<file path="src/rtl/iob_fifo_sync_dp_ctrl.sv">
// ---------------------------------------------------------------------------
// iob_fifo_sync_dp_ctrl
// Synchronous FIFO controller for an external dual-port byte-enable BRAM.
// Port A carries pushes (write pointer) and port B carries pops (read pointer).
// The BRAM read data arrives one cycle after en_b.
//
// Optional feature macro: IOB_FIFO_SYNC_FWFT_EN
//   undefined : standard mode. r_valid_o pulses for one cycle per accepted pop.
//   defined   : first-word-fall-through mode. A one-entry output register is
//               prefetched from the RAM, and r_valid_o means that the head word
//               is present on r_data_o.
// ---------------------------------------------------------------------------
module iob_fifo_sync_dp_ctrl #(
  parameter int DATA_W         = 32,
  parameter int ADDR_W         = 4,
  parameter int ALMOST_FULL_TH = 2**ADDR_W-2
) (
  input  logic                clk_i,
  input  logic                arst_n_i,
  input  logic                cke_i,
  input  logic                rst_i,
  input  logic                w_en_i,
  input  logic [DATA_W-1:0]   w_data_i,
  output logic                w_full_o,
  output logic                almost_full_o,
  input  logic                r_en_i,
  output logic [DATA_W-1:0]   r_data_o,
  output logic                r_valid_o,
  output logic                r_empty_o,
  output logic [ADDR_W:0]     level_o,
  output logic [DATA_W/8-1:0] ext_mem_we_a_o,
  output logic                ext_mem_en_a_o,
  output logic [ADDR_W-1:0]   ext_mem_addr_a_o,
  output logic [DATA_W-1:0]   ext_mem_d_a_o,
  output logic                ext_mem_en_b_o,
  output logic [ADDR_W-1:0]   ext_mem_addr_b_o,
  input  logic [DATA_W-1:0]   ext_mem_d_b_i
);

  localparam int              DEPTH   = 2**ADDR_W;
  localparam logic [ADDR_W:0] DEPTH_L = (ADDR_W+1)'(DEPTH);
  localparam logic [ADDR_W:0] AF_TH_L = (ADDR_W+1)'(ALMOST_FULL_TH);

  logic [ADDR_W-1:0] r_wptr;
  logic [ADDR_W-1:0] r_rptr;
  logic [ADDR_W:0]   r_level;
  logic              r_valid;
  logic [DATA_W-1:0] r_data;

  logic              w_active;
  logic              w_full;
  logic              w_empty;
  logic              w_push;
  logic              w_pop;

  // Both flags are decoded from registered state, so they change in the cycle
  // after the clock edge that moved the level.
  assign w_active = cke_i & ~rst_i;
  assign w_full   = (r_level == DEPTH_L);

  // A push while full is dropped, even when a pop is accepted in the same cycle.
  assign w_push   = w_active & w_en_i & ~w_full;

  // Port A writes the pushed word at the write pointer in the same cycle.
  assign ext_mem_en_a_o   = w_push;
  assign ext_mem_we_a_o   = {(DATA_W/8){w_push}};
  assign ext_mem_addr_a_o = r_wptr;
  assign ext_mem_d_a_o    = w_data_i;

  assign w_full_o      = w_full;
  assign almost_full_o = (r_level >= AF_TH_L);
  assign level_o       = r_level;
  assign r_valid_o     = r_valid;
  assign r_empty_o     = w_empty;

`ifdef IOB_FIFO_SYNC_FWFT_EN

  // Words held in the RAM only. r_level also counts the word that is in
  // flight from the RAM and the word in the output register.
  logic [ADDR_W:0] r_ram_level;
  logic            r_pend;
  logic            w_fetch;

  assign w_empty = ~r_valid;
  assign w_pop   = w_active & r_en_i & r_valid;

  // Start a prefetch only when the output register is empty and no read is
  // already in flight. The register is then free when the RAM data returns.
  assign w_fetch = w_active & (r_ram_level != '0) & ~r_valid & ~r_pend;

  assign ext_mem_en_b_o   = w_fetch;
  assign ext_mem_addr_b_o = r_rptr;
  assign r_data_o         = r_data;

  // Update the pointers, the occupancy counts and the prefetched output register.
  // NOTE: sequential state uses non-blocking assignments only, so every
  // register samples its pre-edge inputs and the order of the statements does
  // not matter.
  always_ff @(posedge clk_i or negedge arst_n_i) begin
    if (!arst_n_i) begin
      r_wptr      <= '0;
      r_rptr      <= '0;
      r_level     <= '0;
      r_ram_level <= '0;
      r_pend      <= 1'b0;
      r_valid     <= 1'b0;
      r_data      <= '0;
    end else if (cke_i) begin
      if (rst_i) begin
        r_wptr      <= '0;
        r_rptr      <= '0;
        r_level     <= '0;
        r_ram_level <= '0;
        r_pend      <= 1'b0;
        r_valid     <= 1'b0;
        r_data      <= '0;
      end else begin
        if (w_push)  r_wptr <= r_wptr + 1'b1;
        if (w_fetch) r_rptr <= r_rptr + 1'b1;

        case ({w_push, w_pop})
          2'b10:   r_level <= r_level + 1'b1;
          2'b01:   r_level <= r_level - 1'b1;
          default: r_level <= r_level;
        endcase

        case ({w_push, w_fetch})
          2'b10:   r_ram_level <= r_ram_level + 1'b1;
          2'b01:   r_ram_level <= r_ram_level - 1'b1;
          default: r_ram_level <= r_ram_level;
        endcase

        r_pend <= w_fetch;

        // A returning read and a consume never coincide: a fetch is only
        // issued while the output register is empty.
        if (r_pend) begin
          r_valid <= 1'b1;
          r_data  <= ext_mem_d_b_i;
        end else if (w_pop) begin
          r_valid <= 1'b0;
        end
      end
    end
  end

`else

  assign w_empty = (r_level == '0);
  assign w_pop   = w_active & r_en_i & ~w_empty;

  assign ext_mem_en_b_o   = w_pop;
  assign ext_mem_addr_b_o = r_rptr;

  // The RAM output is valid during the r_valid pulse. After the pulse, the
  // captured copy holds the last popped word.
  assign r_data_o = r_valid ? ext_mem_d_b_i : r_data;

  // Update the pointers and the level, and register the pop strobe and the
  // last popped word.
  // NOTE: sequential state uses non-blocking assignments only, so every
  // register samples its pre-edge inputs and the order of the statements does
  // not matter.
  always_ff @(posedge clk_i or negedge arst_n_i) begin
    if (!arst_n_i) begin
      r_wptr  <= '0;
      r_rptr  <= '0;
      r_level <= '0;
      r_valid <= 1'b0;
      r_data  <= '0;
    end else if (cke_i) begin
      if (rst_i) begin
        r_wptr  <= '0;
        r_rptr  <= '0;
        r_level <= '0;
        r_valid <= 1'b0;
        r_data  <= '0;
      end else begin
        if (w_push) r_wptr <= r_wptr + 1'b1;
        if (w_pop)  r_rptr <= r_rptr + 1'b1;

        case ({w_push, w_pop})
          2'b10:   r_level <= r_level + 1'b1;
          2'b01:   r_level <= r_level - 1'b1;
          default: r_level <= r_level;
        endcase

        r_valid <= w_pop;
        if (r_valid) r_data <= ext_mem_d_b_i;
      end
    end
  end

`endif

endmodule

</file>
<file path="config.mk">
export PLATFORM = sky130hd
export DESIGN_NAME = iob_fifo_sync_dp_ctrl
export DESIGN_NICKNAME = d
export VERILOG_FILES = /design/src/rtl/iob_fifo_sync_dp_ctrl.sv
export SDC_FILE = /design/constraint.sdc
export NUM_CORES = 1
export LEC_CHECK = 0
export ABC_AREA = 1
export CORE_ASPECT_RATIO = 0.9
export CORE_MARGIN = 4
export CORE_UTILIZATION = 42
export DETAILED_ROUTE_END_ITERATION = 8
export GPL_TIMING_DRIVEN = 0
export MAX_ROUTING_LAYER = met4
export PLACE_DENSITY = 0.88
export SYNTH_ARGS = -nofsm -noshare
export SYNTH_HDL_FRONTEND = slang
export SYNTH_SLANG_ARGS = --single-unit
</file>
<file path="constraint.sdc">
create_clock -name clk_i -period 5.07 [get_ports clk_i]
set_input_delay 0.507 -clock clk_i [delete_from_list [all_inputs] [get_ports clk_i]]
set_output_delay 0.507 -clock clk_i [all_outputs]
set_load 0.005 [all_outputs]
</file>
# Word-level counts from Yosys, hierarchy flattened
# Index checks and enable logic that the tools add are counted.
# op_classes
shift	0
add_sub_neg	4
n_reduce_logical	7
order_cmp	1
mux	9
div	0
mul	0
eq_ne	3
bitwise	8
# op_table
cell	n
32-bit 2-to-1 mux	2
4-bit 2-to-1 mux	4
5-bit one-hot mux with 2 select lines	1
4-bit by 1-bit adder with 4-bit output, second input constant	2
2-bit AND reduction	3
5-bit by 1-bit adder with 5-bit output, second input constant	1
1-bit AND	5
5-bit == test, second input constant	1
5-bit by 4-bit greater-or-equal comparator with 1-bit output, second input constant	1
5-bit logical NOT	1
5-bit 2-to-1 mux	1
5-bit by 1-bit subtractor with 5-bit output, second input constant	1
2-bit nonzero test	2
1-bit inverter	3
3-bit nonzero test	1
2-bit by 1-bit == test with 1-bit output, second input constant	1
2-bit == test, second input constant	1
1-bit 2-to-1 mux	1
# word_totals
mem_count	0
ram_bits	0
inputBits	70
wordCells	37
latchBits	0
rom_bits	0
register_bits	46

# Logic depth before layout (Yosys ltp)
# depth
word_depth	7
depth_mapped	15
mapped_depth_nobuf	15

# Worst setup path after synthesis
# No wires, ideal clock.
# synth_timing
kind	input to register
from	input cke_i
to	register r_level[4], in the netlist level_o[4]
t_required_ns	4.951
n_path_buf	1
t_arrival_ns	2.034
setup_slack_ns	2.918
stages	14
cell_sequence	buf_2 nand2_4 nor2_2 nand2_4 inv_4 nand2_4 fa_1 nand3b_1 nand2_1 nand2_1 nand2_1 nor2_1 a21oi_1 nand2_1
# synth_via
elab_chain_cells	6
elab_cells_between_ends	11
# synth_rtl
element	line	source
start, declared	20	input logic cke_i,
1-bit AND (*)	58	assign w_active = cke_i & ~rst_i;
1-bit AND (*) (2 in a row)	150	assign w_pop = w_active & r_en_i & ~w_empty;
named net ext_mem_en_b_o	35	output logic ext_mem_en_b_o,
2-bit by 1-bit == test with 1-bit output or 2-bit == test (tied branches)	182	case ({w_push, w_pop})
5-bit one-hot mux with 2 select lines or 3-bit nonzero test (tied branches)	-	
5-bit 2-to-1 mux or 2-bit AND reduction (tied branches)	-	
end signal, assigned	183	2'b10: r_level <= r_level + 1'b1;
end signal, assigned	184	2'b01: r_level <= r_level - 1'b1;
end signal, assigned	185	default: r_level <= r_level;
end, declared	46	logic [ADDR_W:0] r_level;
# Mark *: on every way through the listed nets, which the timed path passes. The rest lies on a longest branch.
# A chain may end at the register's enable or synchronous reset.

# Final worst setup path
# layout_timing
from	input rst_i
to	output ext_mem_we_a_o[2]
# layout_via
elab_chain_cells	4
# layout_rtl
element	line	source
start, declared	21	input logic rst_i,
1-bit inverter	58	
1-bit AND	58	
1-bit AND (2 in a row)	62	assign w_push = w_active & w_en_i & ~w_full;
end, declared	31	output logic [DATA_W/8-1:0] ext_mem_we_a_o,
# No other way between the ends.

==> out/qor.yml <==
synth_cells: 350
syn_to_final_growth_pct: 54.2
p_leak_uw: 0.00188
cts_root_buffer: "sky130_fd_sc_hd__clkbuf_8"
cts_tree: "built"
synth-edff-count: 0
antennaDiodeCount: 0
grt_pass1_vias: 2773
post-route-period-util_pct: 54.7
post_route_cells_drive_above_1_share_pct: 14.1
grt_max_degree: 36
dieHeight_um: 85.0
final_nets: 557
postSynth.asyncResetShare_pct: 100
tritoncts.num_buffers: 5
hold_viol_final: 0
netlist_area_um2: 2770
synth.top_cells.by_area: "sky130_fd_sc_hd__dfrtp_1 42%, sky130_fd_sc_hd__o21ai_0 12%, sky130_fd_sc_hd__buf_4 9.8%"
worst_setup_path_end_kind: "output port"
cp_max_fo: 10
maxSlewViolCount: 0
drt-vias-per-instance: 4.86
drt_pass1_iterations: 4
cts.sinks: 46
achievable-frequency_mhz: 360
worstSkewPairLatency_ps: 300
ys_warn_count: 0
criticalPathCategory: "in2out"
cp.arrival_ps: 2270
global_route.usage.total_pct: 20.3
post-synth-top-area-fraction_pct: 41.6
post_dp_cell_area_um2: 4120
rr_worst_depth: 13
period_minus_slack_ps: 2780
final_cells: 569
post_drt_wl_per_cell_um: 14.1
floorplan_core_area_um2: 6250
globalplace.congestion: 0.819
grt_first_pass_wirelength_mm: 12.8
finalSetupViolCount: 0
die_width_um: 93.5
cts_resized: 0
post-cts-setup-buffers: 0
yosysTopAreaCell: "sky130_fd_sc_hd__dfrtp_1"
routed-via-count: 2768
synth-seq-cells: 46
leading_register_cell_type_out_of_synthesis: "sky130_fd_sc_hd__dfrtp_1"
grt_setup_unrepaired: "no"
clockPowerShare_pct: 23.0
cap_viol_max_count: 0
cts-htree-levels: 2
pin_count: 157
comb_power_share_pct: 43.6
post_synth.cell_area_avg_um2: 7.90
status: "complete, no violations"
clkTransAtPathRegs_ps: 90
ys_seq_area_share_pct: 41.6
antenna_found_initial: 0
switching_share_pct: 31.7
vdd_ir_drop_max_mv: 0.188
ctsHoldBuffers: 0
detail_route.iter0.violations: 108
port_buffers: 123
route.detailed.drc: 0
netSwitchingPower_uw: 457
intPower_uw: 984
fp-row-count: 27
stdcell_area_um2: 4260
initial_utilization_pct: 44.2
hold_path_class: "in2async"
detailed_place_hpwl_mm: 6.33
critical_path.startpoint_type: "input pin"
tightestPinTransition_ps: 533
crit_required_ps: 4560
p_per_area_nw_per_um2: 338
postSynthNetCount: 426
wl_mm: 8.01
fin_setup_tns_ps: 0
clock_tree.buffer_depth: 2
slew_headroom_pct: 64.5
globalRouteOverflowTotal: 0
drt.antenna.violating_nets: 0
post-place-cells: 561
skew_ps: 7.17
post_synth_num_cell_types: 29
p_seq_share_pct: 33.4
die_area_um2: 7950
worst max-delay path: stages:
cell                              delay (ps)
sky130_fd_sc_hd__clkdlybuf4s50_1         530
sky130_fd_sc_hd__inv_4                   200
sky130_fd_sc_hd__nand2_4                  80
sky130_fd_sc_hd__nor2_4                  100
sky130_fd_sc_hd__nand2_4                  70
sky130_fd_sc_hd__inv_2                   150
sky130_fd_sc_hd__buf_4                   130
sky130_fd_sc_hd__clkdlybuf4s50_1         490
cells in the mapped netlist (3+ instances only):
| master | number |
|---|---|
| sky130_fd_sc_hd__nand2_4 | 5 |
| sky130_fd_sc_hd__nand3_1 | 40 |
| sky130_fd_sc_hd__buf_2 | 7 |
| sky130_fd_sc_hd__nor2_1 | 4 |
| sky130_fd_sc_hd__clkbuf_1 | 9 |
| sky130_fd_sc_hd__inv_1 | 42 |
| sky130_fd_sc_hd__dfrtp_1 | 46 |
| sky130_fd_sc_hd__o21ai_1 | 4 |
| sky130_fd_sc_hd__o21ai_0 | 64 |
| sky130_fd_sc_hd__a21oi_1 | 4 |
| sky130_fd_sc_hd__ha_1 | 5 |
| sky130_fd_sc_hd__nand2_2 | 3 |
| sky130_fd_sc_hd__nand2_1 | 59 |
| sky130_fd_sc_hd__buf_4 | 36 |
| sky130_fd_sc_hd__xnor2_1 | 3 |
per-stage QoR:
stage / power [uW] / hold slack [ps] / util [%] / worst slack [ps]
final: 1440 / 85.5 / 68.2 / 2290
after global routing: 1540 / 99.1 / 68.2 / 2200
after CTS: 1450 / 88.2 / 68.2 / 2290
after detailed placement: 1120 / 416 / 65.9 / 2190
after global placement: 1090 / 487 / 65.7 / 2230
after floorplan: 759 / 211 / - / 2920
cells by family (layout without fill, tap and decap cells):
family / Yosys count / in the layout / synth area share, %
adder cells (fa/ha/maj): 6 / 6 / 2.99
AND/OR/NAND/NOR: 117 / 117 / 20.5
AO/OA/AOI/OAI: 77 / 77 / 14.4
flip-flops: 46 / 46 / 41.6
XOR/XNOR: 5 / 5 / 1.58
buffers and inverters: 99 / 231 / 18.8
power groups by stage:
stage	logic (uW)	registers [uW]	clock network, uW
floorplan	280	480	0
global placement	610	484	0
detailed placement	630	487	0
CTS	635	480	338
global route	693	491	355
finish	628	481	332
routing by layer:
metal	GRT usage (%)	wire, um	vias to the layer above	part of all wire [%]
li1	-	-	1359	-
met1	24.0	3280	1280	41
met2	34.8	4010	113	50
met3	4.70	555	16	6.9
met4	5.64	165	0	2.1
met5	-	0	-	0
cell usage in the layout (no fill, tap or decap):
cell type / synthesis / layout
sky130_fd_sc_hd__nor2_4: 1 / 1
sky130_fd_sc_hd__nand4_1: 1 / 1
sky130_fd_sc_hd__o31ai_1: 2 / 2
sky130_fd_sc_hd__buf_1: 2 / 2
sky130_fd_sc_hd__nor2_2: 1 / 1
sky130_fd_sc_hd__nand3b_1: 2 / 2
sky130_fd_sc_hd__nand3_4: 1 / 1
sky130_fd_sc_hd__buf_2: 7 / 8
sky130_fd_sc_hd__xor2_1: 2 / 2
sky130_fd_sc_hd__o21ai_1: 4 / 4
sky130_fd_sc_hd__nand2_2: 3 / 3
sky130_fd_sc_hd__nand2_4: 5 / 5
sky130_fd_sc_hd__buf_12: 0 / 1
sky130_fd_sc_hd__clkbuf_1: 9 / 9
sky130_fd_sc_hd__ha_1: 5 / 5
sky130_fd_sc_hd__a21oi_1: 4 / 4
sky130_fd_sc_hd__clkdlybuf4s50_1: 0 / 122
sky130_fd_sc_hd__nor2_1: 4 / 4
sky130_fd_sc_hd__bufinv_16: 0 / 2
sky130_fd_sc_hd__buf_4: 36 / 36
sky130_fd_sc_hd__a22o_1: 1 / 1
sky130_fd_sc_hd__inv_2: 1 / 1
sky130_fd_sc_hd__dfrtp_1: 46 / 46
sky130_fd_sc_hd__clkbuf_8: 0 / 6
sky130_fd_sc_hd__nand2_1: 59 / 59
sky130_fd_sc_hd__nand3_1: 40 / 40
sky130_fd_sc_hd__a31oi_1: 1 / 1
sky130_fd_sc_hd__inv_4: 2 / 2
sky130_fd_sc_hd__o21ai_0: 64 / 64
sky130_fd_sc_hd__fa_1: 1 / 1
sky130_fd_sc_hd__o21ai_2: 1 / 1
sky130_fd_sc_hd__inv_1: 42 / 42
sky130_fd_sc_hd__xnor2_1: 3 / 3
path summary, 6_finish.rpt:
kind | slack [ps] | from | to
hold / removal | 90 | arst_n_i | r_data[10]
min in group clk_i | 520 | r_data[17] | r_data[17]
hold reg to reg | 520 | r_data[17] | r_data[17]
setup / recovery | 2290 | rst_i | ext_mem_we_a_o[2]
max in group asynchronous | 4500 | arst_n_i | level_o[1]
setup reg to reg | 2810 | level_o[1] | level_o[4]
state kept, by name (all words and copies together) (netlist names):
register          flops
level_o               5
r_valid_o             1
ext_mem_addr_a_o      4
ext_mem_addr_b_o      4
r_data               32
cell type report:
class | count | area (um^2)
buffer | 54 | 347
clock buffer | 6 | 82.6
clock inverter | 2 | 60.1
fill | 513 | 1990
inverter | 45 | 174
multi-input combinational | 205 | 1090
sequential | 46 | 1150
tap | 87 | 109
timing repair buffer | 124 | 1250
No activity file was read; power rests on OpenSTA's default activity.
